`config.mk`:
```
export PLATFORM = sky130hd
export DESIGN_NAME = dmem_arbiter_flat
export DESIGN_NICKNAME = d
export VERILOG_FILES = /design/src/rtl/dmem_arbiter_if.sv /design/src/rtl/dmem_arbiter.sv /design/src/flat_wrapper.sv
export SDC_FILE = /design/constraint.sdc
export NUM_CORES = 1
export LEC_CHECK = 0
export BUFFER_PORTS_ARGS = -buffer_cell sky130_fd_sc_hd__buf_2
export CAP_MARGIN = 20
export CELL_PAD_IN_SITES_DETAIL_PLACEMENT = 1
export CELL_PAD_IN_SITES_GLOBAL_PLACEMENT = 2
export CORE_MARGIN = 8
export CORE_UTILIZATION = 20
export CTS_BUF_LIST = sky130_fd_sc_hd__clkbuf_4
export DETAILED_ROUTE_END_ITERATION = 10
export PLACE_DENSITY = 0.79
export RECOVER_POWER = 25
export SLEW_MARGIN = 10
export SYNTH_ARGS = -nofsm -noshare
export SYNTH_HDL_FRONTEND = slang
export SYNTH_SLANG_ARGS = --single-unit
export TNS_END_PERCENT = 10
```
`constraint.sdc`:
```
create_clock -name clk_i -period 3.2 [get_ports clk_i]
set_clock_uncertainty 0.1 [all_clocks]
set_input_delay 0.32 -clock clk_i [delete_from_list [all_inputs] [get_ports clk_i]]
set_output_delay 0.32 -clock clk_i [all_outputs]
set_load 0.01 [all_outputs]
```
`src/rtl/dmem_arbiter_if.sv`:
```
// dmem_arbiter_if: one requester port of the data-memory arbiter (request, handshake, registered response)
interface dmem_arbiter_if #(
  parameter int AW = 32,
  parameter int DW = 32
);
  logic          valid;
  logic          ready;
  logic          we;
  logic [1:0]    acc_type;
  logic          sign;
  logic [AW-1:0] addr;
  logic [DW-1:0] wdata;
  logic          rvalid;
  logic [DW-1:0] rdata;
  logic          err;
  modport master (output valid, we, acc_type, sign, addr, wdata, input ready, rvalid, rdata, err);
  modport slave  (input valid, we, acc_type, sign, addr, wdata, output ready, rvalid, rdata, err);
endinterface

```
`src/rtl/dmem_arbiter.sv`:
```
// dmem_arbiter: two-port data-memory arbiter (p0 priority, p1 starvation guard, halfword store split, load sign-extension)
// Optional range check of the last accessed byte against [0x100,0x1FFFF] when DMEM_ARB_RANGE_CHECK_EN is defined.
module dmem_arbiter #(
  parameter int ADDRESS_WIDTH = 32,
  parameter int DATA_WIDTH    = 32,
  parameter int STARVE_LIMIT  = 4
) (
  input  logic                     clk_i,
  input  logic                     rst_i,
  dmem_arbiter_if.slave            p0,
  dmem_arbiter_if.slave            p1,
  output logic                     mem_we_o,
  output logic [1:0]               mem_type_o,
  output logic                     mem_sign_o,
  output logic [ADDRESS_WIDTH-1:0] mem_addr_o,
  output logic [DATA_WIDTH-1:0]    mem_wdata_o,
  input  logic [DATA_WIDTH-1:0]    mem_rdata_i
);
  localparam int CW = $clog2(STARVE_LIMIT + 1);
  typedef enum logic {IDLE, HW_HI} state_t;
  state_t                  state_q, state_d;
  logic                    owner_q, owner_d;
  logic [CW-1:0]           starve_q, starve_d;
  logic [1:0]              rvalid_q, rvalid_d, err_q, err_d;
  logic [DATA_WIDTH-1:0]   rdata0_q, rdata0_d, rdata1_q, rdata1_d;
  logic                    idle, g1, any, sel, s_we, s_sign, bad, split, done;
  logic [1:0]              eff_type;
  logic [ADDRESS_WIDTH-1:0] s_addr;
  logic [DATA_WIDTH-1:0]   s_wdata, load_data, resp;
`ifdef DMEM_ARB_RANGE_CHECK_EN
  logic [ADDRESS_WIDTH-1:0] last;
`endif
  always_comb begin
    idle     = state_q == IDLE;
    g1       = p1.valid && (starve_q == CW'(STARVE_LIMIT) || !p0.valid);
    any      = idle ? (p0.valid || p1.valid) : 1'b1;
    sel      = idle ? g1 : owner_q;
    s_we     = sel ? p1.we : p0.we;
    s_sign   = sel ? p1.sign : p0.sign;
    s_addr   = sel ? p1.addr : p0.addr;
    s_wdata  = sel ? p1.wdata : p0.wdata;
    eff_type = (sel ? p1.acc_type : p0.acc_type) == 2'b11 ? 2'b01 : (sel ? p1.acc_type : p0.acc_type);
`ifdef DMEM_ARB_RANGE_CHECK_EN
    last     = s_addr + ADDRESS_WIDTH'(eff_type == 2'b00 ? 3 : eff_type == 2'b10 ? 1 : 0);
    bad      = idle && any && (last < ADDRESS_WIDTH'('h100) || last > ADDRESS_WIDTH'('h1FFFF));
`else
    bad      = 1'b0;
`endif
    // a halfword store spends its first cycle on the low byte and completes in HW_HI
    split    = idle && any && s_we && eff_type == 2'b10 && !bad;
    done     = any && !split;
    mem_we_o    = any && s_we && !bad && !rst_i;
    mem_type_o  = (!idle || split) ? 2'b01 : eff_type;
    mem_sign_o  = s_we && eff_type == 2'b00;
    mem_addr_o  = idle ? s_addr : s_addr + ADDRESS_WIDTH'(1);
    mem_wdata_o = !idle ? DATA_WIDTH'(s_wdata[15:8]) : split ? DATA_WIDTH'(s_wdata[7:0]) : s_wdata;
    load_data   = eff_type == 2'b01 ? {{(DATA_WIDTH-8){s_sign && mem_rdata_i[7]}}, mem_rdata_i[7:0]} :
                  eff_type == 2'b10 ? {{(DATA_WIDTH-16){s_sign && mem_rdata_i[15]}}, mem_rdata_i[15:0]} : mem_rdata_i;
    resp        = (bad || s_we) ? '0 : load_data;
    rvalid_d    = {done && sel, done && !sel};
    err_d       = {done && sel && bad, done && !sel && bad};
    rdata0_d    = (done && !sel) ? resp : rdata0_q;
    rdata1_d    = (done && sel) ? resp : rdata1_q;
    state_d     = split ? HW_HI : IDLE;
    owner_d     = split ? sel : owner_q;
    starve_d    = (p1.valid && !(any && sel)) ? (starve_q == CW'(STARVE_LIMIT) ? starve_q : starve_q + CW'(1)) : '0;
  end
  assign p0.ready  = done && !sel;
  assign p1.ready  = done && sel;
  assign p0.rvalid = rvalid_q[0];
  assign p1.rvalid = rvalid_q[1];
  assign p0.err    = err_q[0];
  assign p1.err    = err_q[1];
  assign p0.rdata  = rdata0_q;
  assign p1.rdata  = rdata1_q;
  always_ff @(posedge clk_i) begin
    if (rst_i) begin
      state_q  <= IDLE;
      owner_q  <= 1'b0;
      starve_q <= '0;
      rvalid_q <= '0;
      err_q    <= '0;
      rdata0_q <= '0;
      rdata1_q <= '0;
    end else begin
      state_q  <= state_d;
      owner_q  <= owner_d;
      starve_q <= starve_d;
      rvalid_q <= rvalid_d;
      err_q    <= err_d;
      rdata0_q <= rdata0_d;
      rdata1_q <= rdata1_d;
    end
  end
endmodule

```
`src/flat_wrapper.sv`:
```
// flat-port wrapper written by rule: the top's interface ports become plain ports
module dmem_arbiter_flat 
#(
  parameter int ADDRESS_WIDTH = 32,
  parameter int DATA_WIDTH    = 32,
  parameter int STARVE_LIMIT  = 4
)
  (clk_i, rst_i, mem_we_o, mem_type_o, mem_sign_o, mem_addr_o, mem_wdata_o, mem_rdata_i, p0_valid, p0_we, p0_acc_type, p0_sign, p0_addr, p0_wdata, p0_ready, p0_rvalid, p0_rdata, p0_err, p1_valid, p1_we, p1_acc_type, p1_sign, p1_addr, p1_wdata, p1_ready, p1_rvalid, p1_rdata, p1_err);
  dmem_arbiter_if #(.AW(32), .DW(32)) p0_i ();
  dmem_arbiter_if #(.AW(32), .DW(32)) p1_i ();
  input  logic clk_i;
  input  logic rst_i;
  output logic mem_we_o;
  output logic [1:0] mem_type_o;
  output logic mem_sign_o;
  output logic [ADDRESS_WIDTH-1:0] mem_addr_o;
  output logic [DATA_WIDTH-1:0] mem_wdata_o;
  input  logic [DATA_WIDTH-1:0] mem_rdata_i;
  input wire logic [$bits(p0_i.valid)-1:0] p0_valid;
  input wire logic [$bits(p0_i.we)-1:0] p0_we;
  input wire logic [$bits(p0_i.acc_type)-1:0] p0_acc_type;
  input wire logic [$bits(p0_i.sign)-1:0] p0_sign;
  input wire logic [$bits(p0_i.addr)-1:0] p0_addr;
  input wire logic [$bits(p0_i.wdata)-1:0] p0_wdata;
  output wire logic [$bits(p0_i.ready)-1:0] p0_ready;
  output wire logic [$bits(p0_i.rvalid)-1:0] p0_rvalid;
  output wire logic [$bits(p0_i.rdata)-1:0] p0_rdata;
  output wire logic [$bits(p0_i.err)-1:0] p0_err;
  input wire logic [$bits(p1_i.valid)-1:0] p1_valid;
  input wire logic [$bits(p1_i.we)-1:0] p1_we;
  input wire logic [$bits(p1_i.acc_type)-1:0] p1_acc_type;
  input wire logic [$bits(p1_i.sign)-1:0] p1_sign;
  input wire logic [$bits(p1_i.addr)-1:0] p1_addr;
  input wire logic [$bits(p1_i.wdata)-1:0] p1_wdata;
  output wire logic [$bits(p1_i.ready)-1:0] p1_ready;
  output wire logic [$bits(p1_i.rvalid)-1:0] p1_rvalid;
  output wire logic [$bits(p1_i.rdata)-1:0] p1_rdata;
  output wire logic [$bits(p1_i.err)-1:0] p1_err;
  assign p0_i.valid = p0_valid;
  assign p0_i.we = p0_we;
  assign p0_i.acc_type = p0_acc_type;
  assign p0_i.sign = p0_sign;
  assign p0_i.addr = p0_addr;
  assign p0_i.wdata = p0_wdata;
  assign p0_ready = p0_i.ready;
  assign p0_rvalid = p0_i.rvalid;
  assign p0_rdata = p0_i.rdata;
  assign p0_err = p0_i.err;
  assign p1_i.valid = p1_valid;
  assign p1_i.we = p1_we;
  assign p1_i.acc_type = p1_acc_type;
  assign p1_i.sign = p1_sign;
  assign p1_i.addr = p1_addr;
  assign p1_i.wdata = p1_wdata;
  assign p1_ready = p1_i.ready;
  assign p1_rvalid = p1_i.rvalid;
  assign p1_rdata = p1_i.rdata;
  assign p1_err = p1_i.err;
  dmem_arbiter #(.ADDRESS_WIDTH(ADDRESS_WIDTH), .DATA_WIDTH(DATA_WIDTH), .STARVE_LIMIT(STARVE_LIMIT)) u_core (.clk_i(clk_i), .rst_i(rst_i), .p0(p0_i), .p1(p1_i), .mem_we_o(mem_we_o), .mem_type_o(mem_type_o), .mem_sign_o(mem_sign_o), .mem_addr_o(mem_addr_o), .mem_wdata_o(mem_wdata_o), .mem_rdata_i(mem_rdata_i));
endmodule
```
## Word level (Yosys, flattened, before mapping)

Cells that the tools add are included.

- Output and inout bits: 138
- Register bits: 71
- Word-level logic and storage cells: 54
- Input bits: 172

- Equality and inequality tests: 4
- Multiplexer cells: 16
- Reductions and logical operators: 24
- $add $sub $neg: 2
- Bitwise gates (word level): 2

Operators by type and width:

| operator | count |
|---|---|
| $mux W32 | 8 |
| $add A32 B1 Y32 const B | 1 |
| $logic_and A1 B1 Y1 | 14 |
| $mux W2 | 3 |
| $logic_not A1 Y1 | 5 |
| $mux W1 | 5 |
| $eq A2 B2 Y1 const B | 2 |
| $add A3 B1 Y3 const B | 1 |
| $eq A3 B3 Y1 const B | 1 |
| $logic_or A1 B1 Y1 | 3 |
| $eq A2 B1 Y1 const B | 1 |
| $logic_not A2 Y1 | 1 |
| $not A1 Y1 | 2 |
| $reduce_or A2 Y1 | 1 |

## Depth between registers and ports, before layout

Gate-level depths: netlist of run 1.

- Depth after elaboration: 12
- Depth in mapped cells: 18
- Mapped depth without buffers: 13

## Worst setup path after synthesis of run 1

OpenSTA, ideal clock, no wires.

- Path type: flip-flop to output port
- From: register u_core.starve_q[0]
- To: output port mem_addr_o[24]
- Data arrival time: 2.982 ns
- Setup slack: -0.202 ns
- Stages on the path, launching flop included: 19
- Required time: 2.780 ns
- Path buffers: 5
- Cell sequence: dfxtp_1 > inv_1 > ha_1 > nand2_1 > a31oi_2 > buf_6 > buf_4 > buf_4 > nand2_1 > nand2_1 > ha_1 > nand2_1 > nor2_1 > and4_1 > buf_2 > buf_6 > o221ai_1 > xor2_1 > mux2i_1

- Longest elaborated chain between the ends: 7

Ends and longest elaborated chain:

| element | RTL line | source |
|---|---|---|
| from (decl) | dmem_arbiter.sv:23 | `logic [CW-1:0] starve_q, starve_d;` |
| from (signal assigned) | dmem_arbiter.sv:88 | `starve_q <= starve_d;` |
| $eq A3 B3 Y1 (*) | dmem_arbiter.sv:35 | `g1 = p1.valid && (starve_q == CW'(STARVE_LIMIT) \|\| !p0.valid);` |
| $logic_or A1 B1 Y1 (*) | dmem_arbiter.sv:35 |  |
| $logic_and A1 B1 Y1 (*) | dmem_arbiter.sv:35 |  |
| $mux W1 (*) | dmem_arbiter.sv:37 | `sel = idle ? g1 : owner_q;` |
| $mux W32 (*) | dmem_arbiter.sv:40 | `s_addr = sel ? p1.addr : p0.addr;` |
| $add A32 B1 Y32 | dmem_arbiter.sv:55 | `mem_addr_o = idle ? s_addr : s_addr + ADDRESS_WIDTH'(1);` |
| $mux W32 (*) | dmem_arbiter.sv:55 |  |
| to (decl) | flat_wrapper.sv:16 | `output logic [ADDRESS_WIDTH-1:0] mem_addr_o;` |

Mark *: on every way between the ends. The rest lies on a longest branch, timed or not.

## Final worst setup path of run 1

- From: register u_core.starve_q[0]
- To: output port mem_addr_o[26]

Same word-level chain as after synthesis.

==> impl_metrics.csv, run 1 <==
group,metric,value,unit
status,status,"complete, but fails checks",
status,violations,"negative setup slack",
timing,finalSetupViolCount,7,
clock_tree,insertion_delay,0.43,ns
timing,fin_hold_ws,0.04920,ns
final_layout,layout.nets,1150,
global_route,grt_usage,0.1501,
setup_path,slowest_stage,"dfxtp_2",
final_layout,fillCellCount,3198,
timing,finalCriticalPeriod,3.260,ns
setup_path,cpLargestDelayFamily,"simple AND/OR/NAND/NOR gates",
power_and_ir_drop,p_sw,868.9,µW
setup_path,path_common_cell,"ha_4",
final_layout,drive_gt1_frac,0.3796,
drt,drcViolationCount,0,
final_layout,register_area,1425,µm²
final_layout,layout_common_cells,"260 x buf_2, 98 x nand2_1, 76 x nor2_1, 68 x dfxtp_1, 55 x a21oi_1",
setup_path,worstPathMaxFanout,6,
setup_path,cpPeakStageDelay,0.35,ns
yosys,ys_ff_latch,71,
die,dieArea,30510,µm²
yosys,avgSynthCellArea,7.629,µm²
placed_design,io_buffers,307,
drt,routedWlPerCell,18.47,µm
yosys,ys_seq_area_frac,0.2823,
drt,first_pass_iters,4,
power_and_ir_drop,p_comb_frac,0.352,
yosys,synth_cell_type_count,59,
setup_path,worstPathCellList,"inv_2 -> ha_4 -> nand2_4 -> a31oi_4 -> nand2_1 -> nand2_2 -> ha_4 -> nand3_4 -> nor2_4 -> and4_4 -> buf_6 -> o22ai_4 -> nor3b_2 -> xnor2_1 -> buf_2",
die,die-height,174.7,µm
placed_design,place_area,6964,µm²
yosys,async_flop_share,0,
drt,ant_nets,0,
timing,rsz0062_at_grt,"yes",
power_and_ir_drop,irDropWorstVdd,0.2021,mV
timing,max_freq,306.8,MHz
clock_tree,cts.clk_slew.worst_paths,0.14,ns
drt,avgViaCountPerCell,4.642,
die,initial_core_util,0.2017,
power_and_ir_drop,power.leakage,3.204,nW
timing,worst_slack,-0.05997,ns
yosys,synthCells,660,
die,die-width,174.7,µm
setup_path,cp-end-kind,"output pin",
clock_tree,htreeDepth,3,
yosys,synth_warnings,0,
clock_tree,numCtsBuffers,9,
setup_path,crit_type,"register to output pin",
setup_path,worstPathArrival,2.84,ns
drt,wl,24.27,mm
global_route,overflow,0,
timing,min_period_over_period,1.019,
setup_path,cp-start-kind,"register",
power_and_ir_drop,powerDensity,309.1,nW/µm²
yosys,ys.flop_type,"dfxtp_1",
final_layout,layout_commonest_cell,"buf_2",
setup_path,worst_ep_required_time,2.78,ns
drt,highest_layer,"met5",
global_route,grt_pass1_wl,37.47,mm
drt,wl_met2,11.64,mm
clock_tree,cts_sinks,71,
global_route,grt_max_degree,49,
power_and_ir_drop,clkPwrFrac,0.235,
die,core_area,24960,µm²
die,io_pins,310,
yosys,syn-cell-area,5035,µm²
clock_tree,cts_max_path_buffers,2,
drt,route.met3.wl,1.805,mm
placed_design,dp_hpwl,19.00,mm
placed_design,gp_congestion,0.7795,
final_layout,multiInputGateArea,3535,µm²
clock_tree,cts_tree,"yes",
global_route,antenna_found_initial,4,
global_route,grt_pass1_vias,6494,
timing,tightest_slew,0.7093,ns
drt,vias,6100,
power_and_ir_drop,internal_power,1.418,mW
job,cap_violations,0,
setup_path,critical_path_buf_inv_count,3,
timing,tns,-0.1687,ns
timing,hold_viol,0,
power_and_ir_drop,seq_power_share,0.413,
drt,dr.first_iter.drc_count,270,
yosys,synth_edf_count,0,
timing,drv_slew,0,
power_and_ir_drop,switching_share,0.3800,
drt,wl_met1,10.56,mm
die,num_rows,58,
clock_tree,root_buffer,"clkbuf_4",
final_layout,final_cell_area,7397,µm²
timing,maxSlewHeadroom,0.5254,
hold_path,hold_class,"input port to register",
final_layout,syn_to_final_growth,46.92,%
## flip-flops by register name (all words and copies together) (netlist names)
signal / cells
u_core.owner_q: 1
u_core.p0.rdata: 32
u_core.starve_q: 3
u_core.state_q: 1
u_core.rvalid_q: 2
u_core.p1.rdata: 32
## area by class of cell
class,instances,share of cell area
Antenna cell,4,0.001353
Clock buffer,9,0.009134
Clock inverter,7,0.006428
Inverter,7,0.003890
Multi-Input combinational cell,537,0.4778
Sequential cell,71,0.1927
Tap cell,330,0.05582
Timing Repair Buffer,349,0.2529
## kinds of logic (layout without fill, tap and decap cells)
family,after synthesis,in the layout,synth area share
compound gates,149,149,0.1993
xor+xnor,45,45,0.07828
fa+ha+maj,3,3,0.007456
buf+inv,53,372,0.05616
flops,71,71,0.2823
mux,55,55,0.1146
other cells,1,6,0.0007448
simple gates,283,283,0.2612
## synth_stat cells, types with 2 or more instances
cell,instances,area share
nand2_1,103,0.077
nor2_1,78,0.058
dfxtp_1,71,0.28
a21oi_1,55,0.055
mux2i_1,43,0.085
o21ai_0,34,0.034
nand3_1,28,0.028
xor2_1,27,0.047
clkbuf_1,18,0.013
xnor2_1,18,0.031
a2bb2oi_1,16,0.028
a32oi_1,16,0.028
and3_1,15,0.019
buf_2,11,0.011
mux2_2,11,0.025
nand4_1,11,0.014
nand2b_1,10,0.012
nor3_1,9,0.0089
and2_1,8,0.0099
buf_4,8,0.012
and4_1,7,0.012
buf_6,5,0.011
inv_1,5,0.0037
o221ai_1,5,0.0087
buf_1,4,0.0030
a211oi_1,3,0.0045
ha_1,3,0.0075
a31oi_1,2,0.0025
nand3b_1,2,0.0030
nor2b_1,2,0.0025
nor3b_2,2,0.0050
nor4_1,2,0.0025
o211ai_1,2,0.0030
## worst paths after layout
| check | startpoint | to | slack, ns | cells past startpoint |
|---|---|---|---|---|
| max reg2reg | u_core.starve_q[0] | u_core.p0.rdata[20] | 0.83 | 9 |
| max | u_core.starve_q[0] | mem_addr_o[26] | -0.06 | 15 |
| min reg2reg | u_core.p0.rdata[2] | u_core.p0.rdata[2] | 0.36 | 2 |
| min | mem_rdata_i[2] | u_core.p0.rdata[2] | 0.05 | 3 |
## repair_timing
action                                  CTS  global route
hold endpoints to repair                  3             0
setup buffers                             7             6
gates cloned                              0             1
endpoints found under the setup margin   21            47
pin swaps                                13            13
hold buffers                              2             0
gates resized for setup                  29            22
## metrics by stage
step	utilization	setup WS [ns]	std cells	power [mW]
after floorplan	-	-0.007883	661	1.374
after global placement	0.2790	0.1171	1277	1.747
after detailed placement	0.2790	0.04782	1277	1.756
after CTS	0.2913	-0.2105	1302	2.324
after global routing	0.2961	-0.2237	1312	2.442
final	0.2963	-0.05997	1314	2.286
## power by group through the flow
stage          clock network, mW  registers [mW]  logic [mW]
6_report                   0.537           0.943       0.806
2_1_floorplan                  0           0.978       0.397
3_5_place_dp                   0           0.961       0.795
3_3_place_gp                   0           0.960       0.787
5_1_grt                    0.609           0.949       0.884
4_1_cts                    0.569           0.943       0.812
## metal layers
layer  up-vias  track usage
met1      2921       0.1795
met3        24      0.05439
met2       183       0.2529
met4         4      0.03356
met5         -            0
li1       2968            -
## tightest hold or removal path: cells and delay by family
kind | cells | cell delay (ns)
AND/OR/NAND/NOR | 1 | 0.06
AO/OA/AOI/OAI | 1 | 0.05
buffers and inverters | 1 | 0.11
Note: power is estimated with default switching activity, not from simulation.
==> run 2, diff against run 1 <==
Settings changed: CELL_PAD_IN_SITES_DETAIL_PLACEMENT 1 to 0, CELL_PAD_IN_SITES_GLOBAL_PLACEMENT 2 to 1, CORE_UTILIZATION 20 to 27, PLACE_DENSITY 0.79 to 0.8.
==> run 2 against run 1 <==
The run still ends with negative setup slack left. Fmax grew 0.97%. Setup slack gained 0.031 ns. Sequential share of layout area grew 0.69 points. Register-to-register slack lost 0.19 ns. Die area shrank 24%. Largest cell class unchanged. Total power grew 3.4%. Clock power grew 21%. Utilization grew 9.0 points. Clock-buffer cell count is the same.
==> impl_metrics.csv, run 2 (synthesized netlist as in run 1, its figures left out) <==
group,metric,value,unit
status,status,"complete, but fails checks",
status,violations,"negative setup slack",
power_and_ir_drop,powerDensity,330.6,nW/µm²
setup_path,worst_ep_required_time,2.78,ns
clock_tree,cts_tree,"yes",
global_route,antenna_found_initial,2,
die,io_pins,310,
final_layout,post-route-util,0.3864,
clock_tree,insertion_delay,0.42,ns
drt,ant_nets,0,
final_layout,drive_gt1_frac,0.3714,
timing,worst_slack,-0.02865,ns
drt,wl,21.43,mm
clock_tree,numCtsBuffers,9,
timing,max_freq,309.7,MHz
power_and_ir_drop,irDropWorstVdd,0.3099,mV
power_and_ir_drop,power,2.365,mW
die,core_area,18520,µm²
setup_path,r2r_cells,7,
timing,fin_hold_ws,0.04354,ns
global_route,grt_max_degree,48,
die,die-width,152.6,µm
drt,routedWlPerCell,17.85,µm
timing,finalCriticalPeriod,3.229,ns
timing,tns,-0.04513,ns
placed_design,io_buffers,307,
power_and_ir_drop,power.leakage,3.156,nW
drt,vias,5917,
timing,min_period_over_period,1.009,
setup_path,cp-start-kind,"register",
clock_tree,htreeDepth,3,
final_layout,syn_to_final_growth,42.10,%
job,cap_violations,0,
global_route,grt_pass1_vias,6022,
placed_design,place_area,6787,µm²
clock_tree,cts_max_path_buffers,2,
drt,first_pass_iters,6,
setup_path,worstPathMaxFanout,13,
timing,tightest_slew,1.119,ns
setup_path,r2r_end,"u_core.p0.rdata[19]",
global_route,overflow,0,
hold_path,hold_class,"input port to register",
timing,maxSlewHeadroom,0.2484,
timing,hold_viol,0,
setup_path,r2r-start,"u_core.state_q",
clock_tree,root_buffer,"clkbuf_4",
setup_path,crit_type,"register to output pin",
setup_path,critPathLaunch,"u_core.state_q",
placed_design,dp_hpwl,16.43,mm
setup_path,reg2reg_slack,0.64,ns
clock_tree,ctsHoldBuffers,0,
timing,drv_slew,0,
placed_design,post-place-ws,-0.04054,ns
die,dieArea,23270,µm²
drt,drcViolationCount,0,
final_layout,final-instance-count-excl-fill,1200,
drt,avgViaCountPerCell,4.931,
setup_path,worstPathArrival,2.81,ns
clock_tree,cts.clk_slew.worst_paths,0.14,ns
setup_path,crit_end,"mem_addr_o[26]",
timing,rsz0062_at_grt,"yes",
global_route,grt_pass1_wl,33.44,mm
final_layout,final_cell_area,7154,µm²
timing,finalSetupViolCount,2,
die,num_rows,50,
clock_tree,cts_sinks,71,
final_layout,layout_commonest_cell,"buf_2",
final_layout,layout_common_cells,"259 x buf_2, 98 x nand2_1, 76 x nor2_1, 68 x dfxtp_1, 55 x a21oi_1",
die,initial_core_util,0.2719,
placed_design,placedCellCount,1175,
final_layout,layout.nets,1135,
global_route,grt_usage,0.1735,
setup_path,cp-end-kind,"output pin",
die,die-height,152.6,µm
placed_design,gp_congestion,0.8250,
drt,dr.first_iter.drc_count,194,
==> run 2: layout make-up <==
class | count | area, µm²
clock inverters | 6 | 85.08
clock buffers | 9 | 67.56
multi-input cells | 538 | 3525
flip-flops and latches | 71 | 1428
fillers | 2036 | 11360
well taps | 234 | 292.8
inverters | 7 | 28.78
repair buffers | 333 | 1723
diodes | 2 | 5.005
==> run 2: worst min-delay path by stage <==
stage / start / to / slack, ns / cells past startpoint
after floorplan: u_core.starve_q[1] / u_core.starve_q[1] / 0.35 / 2
after global placement: u_core.p1.rdata[19] / u_core.p1.rdata[19] / 0.34 / 2
after detailed placement: u_core.p0.rdata[6] / u_core.p0.rdata[6] / 0.35 / 2
after CTS: mem_rdata_i[6] / u_core.p0.rdata[6] / 0.008 / 3
after global routing: mem_rdata_i[0] / u_core.p0.rdata[0] / 0.007 / 3
final: mem_rdata_i[3] / u_core.p0.rdata[3] / 0.04 / 3
==> run 2: where the power goes <==
| group | leakage, nW | switching, mW | internal (mW) |
|---|---|---|---|
| sequential | 0.579 | 0.0209 | 0.922 |
| combinational | 2.50 | 0.451 | 0.323 |
| clock | 0.0798 | 0.338 | 0.312 |
==> run 2: metal layers <==
layer / vias to the layer above / GRT usage / share of wire / routed length (µm)
met5: - / 0 / 0 / 0
met4: 0 / 0.03723 / 0.0089 / 190
met3: 19 / 0.07033 / 0.098 / 2101
met2: 227 / 0.2927 / 0.48 / 10190
met1: 2731 / 0.2035 / 0.42 / 8944
li1: 2940 / - / - / -
==> run 2: critical path, cell delays in order, from the launching register on <==
cell     delay [ns]
dfxtp_4        0.40
buf_12         0.14
inv_2          0.07
a31oi_4        0.21
nand2_1        0.09
nand2_2        0.10
ha_4           0.16
nand3_2        0.10
nor2_4         0.14
and4_4         0.34
o22ai_4        0.11
nor3b_2        0.22
xnor2_1        0.14
buf_2          0.15
==> run 2: repair_timing <==
action	4_1_cts	5_1_grt
gates resized for setup	32	17
setup endpoints to repair	18	17
pin swaps	8	14
buffers inserted	3	3
gates cloned	1	1
==> run 3, diff against run 2 <==
Settings changed: CORE_MARGIN 8 to 2, PLACE_DENSITY 0.8 to unset, PLACE_DENSITY_LB_ADDON set to 0.25.
==> run 3 against run 2 <==
Worst hold slack worse by 0.0021 ns. Combinational power about the same. Fmax about the same. Clock-buffer cell count unchanged. The run still ends with negative setup slack left. Via count up 0.29%. Sequential power about the same. Cell area up 0.44%. Flip-flop and latch count unchanged. Wire length down 8.5%.
==> impl_metrics.csv, run 3 (synthesized netlist as in run 1, its figures left out) <==
group,metric,value,unit
power_and_ir_drop,power.leakage,3.161,nW
power_and_ir_drop,powerDensity,310.1,nW/µm²
drt,first_pass_iters,4,
final_layout,layout_commonest_cell,"buf_2",
placed_design,gp_congestion,0.8061,
drt,vias,5934,
timing,fin_hold_ws,0.04147,ns
die,core_area,18150,µm²
die,die-width,140.6,µm
global_route,grt_pass1_wl,30.69,mm
final_layout,layout_common_cells,"260 x buf_2, 98 x nand2_1, 75 x nor2_1, 68 x dfxtp_1, 55 x a21oi_1",
setup_path,worstPathArrival,2.81,ns
hold_path,min-delay-start,"mem_rdata_i[6]",
setup_path,crit_end,"mem_addr_o[26]",
drt,ant_nets,0,
clock_tree,cts_tree,"yes",
timing,min_period_over_period,1.010,
timing,max_freq,309.5,MHz
final_layout,drive_gt1_frac,0.3756,
setup_path,r2r_cells,9,
placed_design,io_buffers,307,
drt,wl,19.60,mm
final_layout,antenna_cells,0,
final_layout,post-route-util,0.3960,
die,initial_core_util,0.2774,
setup_path,cp-start-kind,"register",
clock_tree,cts_sinks,71,
setup_path,cp-end-kind,"output pin",
clock_tree,numCtsBuffers,9,
clock_tree,htreeDepth,3,
die,die-height,140.6,µm
drt,dr.first_iter.drc_count,133,
global_route,antenna_found_initial,0,
global_route,grt_usage,0.1903,
hold_path,hold_class,"input port to register",
timing,rsz0062_at_grt,"yes",
drt,routedWlPerCell,16.36,µm
drt,avgViaCountPerCell,4.953,
die,dieArea,19760,µm²
final_layout,syn_to_final_growth,42.72,%
setup_path,critPathLaunch,"u_core.state_q",
setup_path,worstPathMaxFanout,7,
timing,finalCriticalPeriod,3.231,ns
global_route,grt_pass1_vias,5753,
setup_path,r2r_end,"u_core.p0.rdata[17]",
timing,worst_slack,-0.03089,ns
clock_tree,insertion_delay,0.42,ns
final_layout,final-instance-count-excl-fill,1198,
timing,hold_viol,0,
power_and_ir_drop,power,2.229,mW
clock_tree,ctsHoldBuffers,0,
placed_design,placedCellCount,1172,
setup_path,r2r-start,"u_core.starve_q[1]",
placed_design,dp_hpwl,14.88,mm
clock_tree,cts.clk_slew.worst_paths,0.13,ns
setup_path,worst_ep_required_time,2.78,ns
status,status,"complete, but fails checks",
timing,tns,-0.04264,ns
clock_tree,root_buffer,"clkbuf_4",
status,violations,"negative setup slack",
setup_path,reg2reg_slack,0.57,ns
timing,finalSetupViolCount,2,
timing,tightest_slew,0.6967,ns
die,io_pins,310,
global_route,overflow,0,
global_route,grt_max_degree,38,
timing,maxSlewHeadroom,0.5355,
die,num_rows,49,
job,cap_violations,0,
drt,drcViolationCount,0,
power_and_ir_drop,irDropWorstVdd,0.2111,mV
clock_tree,cts_max_path_buffers,2,
setup_path,crit_type,"register to output pin",
timing,drv_slew,0,
final_layout,layout.nets,1139,
-- run 3: metal layers --
| metal | GRT usage | wire, µm | vias to the layer above | share of wire |
|---|---|---|---|---|
| li1 | - | - | 2961 | - |
| met1 | 0.2417 | 8599 | 2738 | 0.44 |
| met2 | 0.3251 | 9247 | 214 | 0.47 |
| met3 | 0.04752 | 1454 | 21 | 0.074 |
| met4 | 0.04579 | 299 | 0 | 0.015 |
| met5 | 0 | 0 | - | 0 |
-- run 3: power by group --
part / switching [mW] / internal, mW / total [mW] / leakage, nW
Combinational: 0.446 / 0.327 / 0.773 / 2.52
Sequential: 0.0193 / 0.922 / 0.941 / 0.579
Clock: 0.354 / 0.161 / 0.514 / 0.0613
-- run 3: per-stage QoR --
stage               worst slack [ns]  area [µm²]
floorplan                  -0.007883        5070
global placement              0.1602        6820
detailed placement            0.1196        6820
CTS                         -0.09229        7131
global route                 -0.2079        7186
finish                      -0.03089        7186
-- run 3: timing repair --
| item | in CTS | in global routing |
|---|---|---|
| pin swaps | 10 | 14 |
| resized for setup | 33 | 17 |
| setup buffers | 4 | 2 |
| gates cloned | 1 | 1 |
| endpoints found under the setup margin | 16 | 45 |
-- run 3: worst min-delay path by stage --
stage	depth (start not counted)	end
finish	3	u_core.p1.rdata[6]
global route	3	u_core.p1.rdata[1]
CTS	3	u_core.p1.rdata[0]
detailed placement	2	u_core.p1.rdata[0]
global placement	2	u_core.p1.rdata[20]
floorplan	2	u_core.starve_q[1]
-- run 3: critical path, cell delays in order (launching register included) --
cell     delay [ns]
dfxtp_4        0.38
mux2i_2        0.15
buf_4          0.14
a31oi_4        0.17
nand2_1        0.09
nand2_2        0.10
ha_4           0.16
nand3_4        0.07
nor2_4         0.09
and4_4         0.29
buf_12         0.14
o22ai_4        0.08
nor3b_2        0.23
xnor2_1        0.13
buf_2          0.15
-- run 3: cell type report --
class / instances / area, µm²
clock buffers: 9 / 67.56
clock inverters: 7 / 48.80
fillers: 1971 / 10960
inverters: 7 / 30.03
multi-input cells: 537 / 3541
flip-flops and latches: 71 / 1428
well taps: 229 / 286.5
repair buffers: 338 / 1784
